## config.mk

```make
export PLATFORM = sky130hd
export DESIGN_NAME = pipeline_control
export DESIGN_NICKNAME = d
export VERILOG_FILES = /design/src/rtl/pipeline_control.sv
export SDC_FILE = /design/constraint.sdc
export NUM_CORES = 1
export LEC_CHECK = 0
export BUFFER_PORTS_ARGS = -buffer_cell sky130_fd_sc_hd__buf_2
export CORE_AREA = 2 2 39 41
export CTS_CLUSTER_DIAMETER = 60
export CTS_CLUSTER_SIZE = 25
export DETAILED_ROUTE_END_ITERATION = 10
export DIE_AREA = 0 0 41 43
export PLACE_DENSITY = 0.58
export SYNTH_ARGS = -nofsm -noshare
export SYNTH_HDL_FRONTEND = slang
export SYNTH_SLANG_ARGS = --single-unit
```

## constraint.sdc

```tcl
create_clock -name clock -period 1.4 [get_ports clock]
set_clock_uncertainty 0.15 [all_clocks]
set_input_delay 0 -clock clock [delete_from_list [all_inputs] [get_ports clock]]
set_output_delay 0 -clock clock [all_outputs]
set_load 0.005 [all_outputs]
```

## src/rtl/pipeline_control.sv

```systemverilog
// Pipeline control: stalls, bubbles and flushes for a five-stage pipeline.
// Freezes the whole pipeline while instruction or data memory is busy,
// inserts one bubble on a load-use hazard and flushes IF/ID and ID/EX on a
// taken branch.
// Optional feature macro: PIPELINE_PERF_COUNTERS_EN adds the stall_count and
// flush_count performance counter ports.
module pipeline_control #(
  parameter int COUNTER_WIDTH = 32
) (
  input  logic       clock,
  input  logic       reset,
  input  logic [4:0] id_rs1,
  input  logic [4:0] id_rs2,
  input  logic [4:0] ex_rd,
  input  logic       ex_mem_read_enable,
  input  logic       ex_branch_taken,
  input  logic       mem_access,
  input  logic       inst_mem_ack,
  input  logic       data_mem_ack,
  output logic       inst_mem_en,
  output logic       data_mem_en,
  output logic       pc_en,
  output logic       if_id_en,
  output logic       id_ex_en,
  output logic       ex_mem_en,
  output logic       mem_wb_en,
  output logic       if_id_flush,
  output logic       id_ex_flush
`ifdef PIPELINE_PERF_COUNTERS_EN
  ,
  output logic [COUNTER_WIDTH-1:0] stall_count,
  output logic [COUNTER_WIDTH-1:0] flush_count
`endif
);

  typedef enum logic [1:0] {
    IDLE     = 2'd0,
    RUN      = 2'd1,
    WAIT_MEM = 2'd2
  } state_e;

  state_e state_q, state_d;
  logic   inst_done_q, inst_done_d;
  logic   data_done_q, data_done_d;

  logic active;
  logic inst_ok;
  logic data_ok;
  logic advance;
  logic load_use;

  // A zero-width counter makes no sense; the empty block only names the fault.
  if (COUNTER_WIDTH < 1) begin : g_invalid_counter_width
  end

  // Memory requests stay up until their ack has been seen in this transaction.
  always_comb begin
    active      = (state_q == RUN) || (state_q == WAIT_MEM);
    inst_mem_en = active && !inst_done_q;
    data_mem_en = active && mem_access && !data_done_q;
    inst_ok     = inst_done_q || (inst_mem_en && inst_mem_ack);
    data_ok     = !mem_access || data_done_q || (data_mem_en && data_mem_ack);
    advance     = active && inst_ok && data_ok;
    load_use    = ex_mem_read_enable && (ex_rd != 5'd0) &&
                  ((ex_rd == id_rs1) || (ex_rd == id_rs2));
  end

  // Pipeline register enables and bubbles; a frozen pipeline drives all zero.
  always_comb begin
    pc_en       = 1'b0;
    if_id_en    = 1'b0;
    id_ex_en    = 1'b0;
    ex_mem_en   = 1'b0;
    mem_wb_en   = 1'b0;
    if_id_flush = 1'b0;
    id_ex_flush = 1'b0;
    if (advance) begin
      id_ex_en  = 1'b1;
      ex_mem_en = 1'b1;
      mem_wb_en = 1'b1;
      if (ex_branch_taken) begin
        pc_en       = 1'b1;
        if_id_en    = 1'b1;
        if_id_flush = 1'b1;
        id_ex_flush = 1'b1;
      end else if (load_use) begin
        id_ex_flush = 1'b1;
      end else begin
        pc_en    = 1'b1;
        if_id_en = 1'b1;
      end
    end
  end

  // Next state and the per-transaction ack flags.
  always_comb begin
    state_d     = state_q;
    inst_done_d = inst_done_q;
    data_done_d = data_done_q;
    case (state_q)
      IDLE: begin
        state_d = RUN;
      end
      RUN, WAIT_MEM: begin
        if (advance) begin
          inst_done_d = 1'b0;
          data_done_d = 1'b0;
          state_d     = RUN;
        end else begin
          if (inst_mem_en && inst_mem_ack) begin
            inst_done_d = 1'b1;
          end
          if (data_mem_en && data_mem_ack) begin
            data_done_d = 1'b1;
          end
          state_d = WAIT_MEM;
        end
      end
      default: begin
        state_d     = IDLE;
        inst_done_d = 1'b0;
        data_done_d = 1'b0;
      end
    endcase
  end

  // State and flag registers; reset abandons any outstanding request.
  always_ff @(posedge clock or negedge reset) begin
    if (!reset) begin
      state_q     <= IDLE;
      inst_done_q <= 1'b0;
      data_done_q <= 1'b0;
    end else begin
      state_q     <= state_d;
      inst_done_q <= inst_done_d;
      data_done_q <= data_done_d;
    end
  end

`ifdef PIPELINE_PERF_COUNTERS_EN
  logic [COUNTER_WIDTH-1:0] stall_count_q, stall_count_d;
  logic [COUNTER_WIDTH-1:0] flush_count_q, flush_count_d;

  // Stalls are frozen cycles plus load-use bubbles; flushes are applied branches.
  always_comb begin
    stall_count_d = stall_count_q;
    flush_count_d = flush_count_q;
    if (active && (!advance || (load_use && !ex_branch_taken))) begin
      stall_count_d = stall_count_q + COUNTER_WIDTH'(1);
    end
    if (advance && ex_branch_taken) begin
      flush_count_d = flush_count_q + COUNTER_WIDTH'(1);
    end
  end

  // Counter registers wrap naturally at their width.
  always_ff @(posedge clock or negedge reset) begin
    if (!reset) begin
      stall_count_q <= '0;
      flush_count_q <= '0;
    end else begin
      stall_count_q <= stall_count_d;
      flush_count_q <= flush_count_d;
    end
  end

  assign stall_count = stall_count_q;
  assign flush_count = flush_count_q;
`endif

endmodule

```

Word level (Yosys, flattened, before mapping)
Cells that the tools add are included.
{"block": "op_classes", "n_reduce_logical": 22, "mux": 17, "n_eq_ne": 6, "n_bitwise": 1}
{"cell": "two-way mux 1 bit", "count": 13}
{"cell": "equality test 5 bit", "count": 2}
{"cell": "logical AND 1 bit", "count": 9}
{"cell": "inequality test 3 bit, second input constant", "count": 2}
{"cell": "logical OR 1 bit", "count": 5}
{"cell": "nonzero test 5 bit", "count": 1}
{"cell": "case mux 1 bit (2 select lines)", "count": 2}
{"cell": "case mux 2 bit (2 select lines)", "count": 1}
{"cell": "AND reduction 2 bit", "count": 2}
{"cell": "logical NOT 1 bit", "count": 3}
{"cell": "equality test 2 x 1 -> 1 bit, second input constant", "count": 1}
{"cell": "equality test 2 bit, second input constant", "count": 1}
{"cell": "logical NOT 2 bit", "count": 1}
{"cell": "two-way mux 2 bit", "count": 1}
{"cell": "OR reduction 2 bit", "count": 1}
{"cell": "inverter 1 bit", "count": 1}
{"block": "word_totals", "input_bits": 22, "wordCells": 49, "output_inout_bits": 9, "regBits": 4}

Depth between registers and ports, before layout
{"block": "depth", "ltp_word": 9, "ltp_mapped": 5, "depth_no_buf": 5}

Least setup slack after synthesis
No wires, ideal clock.
{"block": "synth_timing", "kind": "register to output", "start": "reg state_q[0]", "end": "out pc_en", "path_slack_ns": 0.058, "required_time_ns": 1.250, "path_stages_with_launch": 6, "t_arrival_ns": 1.192, "cell_sequence": "dfrtp_1 inv_1 ha_1 o221a_2 o31a_1 buf_4"}
{"block": "synth_via", "elab_chain_cells": 8, "word_cells_on_any_way": 13, "cone_classes": "2 x eq/ne; 1 x mux; 10 x reduce/logical"}
{"item": "start, declared", "line": "42", "rtl": "state_e state_q, state_d;"}
{"item": "start signal, assigned", "line": "134", "rtl": "state_q <= state_d;"}
{"item": "equality test 2 x 1 -> 1 bit or equality test 2 bit (tied branches)", "line": "58", "rtl": "active = (state_q == RUN) || (state_q == WAIT_MEM);"}
{"item": "logical OR 1 bit (*)", "line": "58"}
{"item": "logical AND 1 bit (on tied branches)", "line": "59, 60"}
{"item": "logical AND 1 bit (on tied branches)", "line": "61, 60"}
{"item": "logical OR 1 bit or logical AND 1 bit (tied branches)", "line": "61, 62"}
{"item": "logical AND 1 bit or logical OR 1 bit (tied branches)", "line": "63, 62"}
{"item": "logical AND 1 bit (*)", "line": "63", "rtl": "advance = active && inst_ok && data_ok;"}
{"item": "two-way mux 1 bit (*)"}
{"item": "end, declared", "line": "22", "rtl": "output logic pc_en,"}
Mark *: on every way between the ends. The rest lies on a longest branch, timed or not.

Worst setup path after layout
{"block": "layout_timing", "start": "reg state_q[0]", "end": "out id_ex_flush"}
{"block": "layout_via", "elab_chain_cells": 8, "word_cells_on_any_way": 13, "cone_classes": "2 x eq/ne; 1 x mux; 10 x reduce/logical"}
{"item": "equality test 2 x 1 -> 1 bit or equality test 2 bit (tied branches)", "line": "58"}
{"item": "logical OR 1 bit (*)", "line": "58"}
{"item": "logical AND 1 bit (on tied branches)", "line": "59, 60"}
{"item": "logical AND 1 bit (on tied branches)", "line": "61, 60"}
{"item": "logical OR 1 bit or logical AND 1 bit (tied branches)", "line": "61, 62"}
{"item": "logical AND 1 bit or logical OR 1 bit (tied branches)", "line": "63, 62"}
{"item": "logical AND 1 bit (*)", "line": "63"}
{"item": "two-way mux 1 bit (*)", "line": "77", "rtl": "if (advance) begin"}
{"item": "end, declared", "line": "28", "rtl": "output logic id_ex_flush"}
Marked as above.

==> metrics.cfg <==
[logic_synthesis]
synth_edf_count = 0
synth_cells = 46
synth.cells.most_frequent = xor2_1, nor2_1, dfrtp_1, inv_1, buf_4
yosysWarnings = 0
ys_seq_area_share_pct = 26.06
post_synth.cell_area_avg_um2 = 8.350
ys_ff_latch = 4
synth_top_area_cell = dfrtp_1
synthArstFlopShare_pct = 100.0
synth_most_common_cell = xor2_1
ys_types = 19
synth_flop_cell = dfrtp_1
netlist_area_um2 = 384.1
ys_top_cells_by_area = dfrtp_1, xor2_1, nor2_1, ha_1, buf_4
post-synth-top-area-fraction_pct = 26.06
synth_nets = 70

[floorplanning]
ios = 31
initial_core_util_pct = 27.76
rows = 14
die_w_um = 41
coreArea_mm2 = 0.001384
die_area_mm2 = 0.001763
chipHeight_um = 43

[critical_path]
cp.required_ns = 1.25
cp_max_fo = 5
crit_arrival_ns = 1.43
critPathBufInv = 2
slowest_stage = dfrtp_1
startpoint_type = flip-flop
crit_path_start = state_q[0]
critPathCaptureType = output pin
crit_family = flip-flops
cp_cell_sequence = inv_2 > ha_4 > o221a_4 > and2_4 > o21bai_1 > buf_2
crit_type = reg -> out
slowest_delay_ns = 0.34
worstReg2RegStart = data_done_q

[cts]
cts_buffer_depth = 2
cts-root-buf = clkbuf_4
worstSkewPairLatency_ns = 0.23
cts_tree = done
clkTransAtPathRegs_ns = 0.03
clock-sinks = 4
cts-htree-levels = 1
cts_buffers = 3

[routing]
via_per_inst = 4.538
wl_um = 1051
drtIter0Drc = 3
vias = 472
drt_pass1_iterations = 2
drt.antenna.violating_nets = 0
post-route-drc-count = 0
post_drt_wl_per_cell_um = 10.11

[sta]
whs_ns = 0.1681
setup_slack_ns = -0.1811
fin_crit_sh_pct = 112.9
setup_viol = 11
tightestPinTransition_ns = 0.2328
finalMaxSlewViolations = 0
min_period_ns = 1.581
rsz0062_at_grt = yes
max_freq_mhz = 632.5
timing.final.hold_violations = 0
slew_headroom_pct = 84.48

[cells_and_area]
instances_no_fill = 104
antennaDiodeCount = 0
drive_gt1_share_pct = 55.68
fin_nets = 114
area.growth.synth_to_final_pct = 84.04

[global_routing]
grt_pass1_vias = 461
top_usage_layer = met2
grt_use_met1_pct = 11.90
grt.total_usage_pct = 13.55
gr-usage-met2_pct = 25.00
grt_util_met3_pct = 6.283
grt_pass1_wl_um = 1621
grt_antenna_before_repair = 0
grt_max_degree = 6
grt_remaining_overflow = 0

[placed_design]
gp_congestion = 0.6193
numPlacedInstances = 91
hpwl_um = 780.5
io_buffers = 30

[hold_path]
worstHoldPathType = in -> out
worst_hold_startpoint = ex_branch_taken

[power]
p_seq_share_pct = 15.8
p_int_uw = 835.5
p_sw_uw = 483.6
power.leakage_nw = 0.3759
max-vdd-ir-drop_mv = 0.5354
p_comb_share_pct = 73.5
power.total_mw = 1.319
p_per_area_mw_per_mm2 = 1866
clkPwrFrac_pct = 10.7
swShare_pct = 36.66

[status]
outcome = finished with violations
violations = negative setup slack

[run]
drv_cap = 0

-- state kept, by name (all words and copies together) (netlist names) --
signal	count
inst_done_q	1
data_done_q	1
state_q	2
-- cell usage in the layout, fill, tap and decap left out --
master         synthesis  routed
a21oi_1                1       1
a22oi_1                1       1
a31oi_1                1       1
and2_4                 0       1
buf_2                  0      29
buf_4                  3       5
buf_6                  0       3
clkbuf_4               0       3
dfrtp_1                4       4
dlygate4sd3_1          0       5
ha_1                   2       1
ha_4                   0       1
inv_1                  4       2
inv_2                  0       2
nand2b_4               0       1
nor2_1                 9       7
nor2_2                 0       2
nor3_1                 2       2
o211ai_1               1       1
o21a_1                 1       1
o21ai_1                1       1
o21bai_1               1       1
o221a_4                0       1
o31a_1                 1       1
or4_4                  1       1
xor2_1                10      10
-- metal layers --
layer  vias to the layer above  part of all wire, %  routed length (um)
li1                        237                    -                   -
met5                         -                    0                   0
met2                        25                   55                 581
met1                       210                   35                 370
met4                         0                    0                   0
met3                         0                  9.4                  99
-- what timing repair did --
| item | CTS | global route |
|---|---|---|
| gates resized for setup | 10 | 1 |
| setup endpoints to repair | 9 | 13 |
| hold buffers | 5 | 0 |
| pin swaps | 5 | 0 |
| buffers inserted | 5 | 1 |
| hold endpoints to repair | 6 | 0 |
-- tightest hold or removal path, stage by stage --
cell    delay [ns]
buf_2         0.09
and2_4        0.13
buf_2         0.10
-- power by group through the flow --
stage | logic [mW] | registers [mW] | clock network (mW)
floorplan | 0.424 | 0.196 | 0
global placement | 0.660 | 0.203 | 0
detailed placement | 0.656 | 0.205 | 0
CTS | 0.951 | 0.208 | 0.147
global route | 1.08 | 0.214 | 0.154
finish | 0.969 | 0.209 | 0.142
-- kinds of logic after synthesis --
group | synth area share [%]
xor+xnor | 22.80
flops | 26.06
compound gates | 17.27
simple gates | 17.59
buf+inv | 9.770
fa+ha+maj | 6.514
-- final cells by class --
class / instances / area (um^2)
clock buffers: 3 / 22.52
multi-input cells: 35 / 282.8
well taps: 16 / 20.02
flip-flops and latches: 4 / 100.1
inverters: 4 / 15.01
fillers: 131 / 676.9
repair buffers: 42 / 266.5
-- worst paths after layout --
check	end	slack, ns	cells past startpoint
min in group asynchronous	inst_done_q	0.52	3
worst max-delay path	id_ex_flush	-0.18	6
worst max register to register	inst_done_q	-0.03	5
worst min-delay path	if_id_flush	0.17	3
worst min register to register	data_done_q	0.40	2
max in group asynchronous	state_q[1]	0.42	3
-- metrics by stage --
stage                     utilization [%]  worst slack, ns  cell area (um^2)  setup TNS (ns)
after global routing                51.09          -0.2582             706.9          -1.601
after detailed placement            39.51         -0.04466             546.8        -0.04466
after global placement              39.51         -0.02580             546.8        -0.02580
after floorplan                         -          0.05834             384.1               0
after CTS                           50.90          -0.1842             704.4         -0.7704
final                               51.09          -0.1811             706.9         -0.7953
No activity file was read; power rests on OpenSTA's default activity.
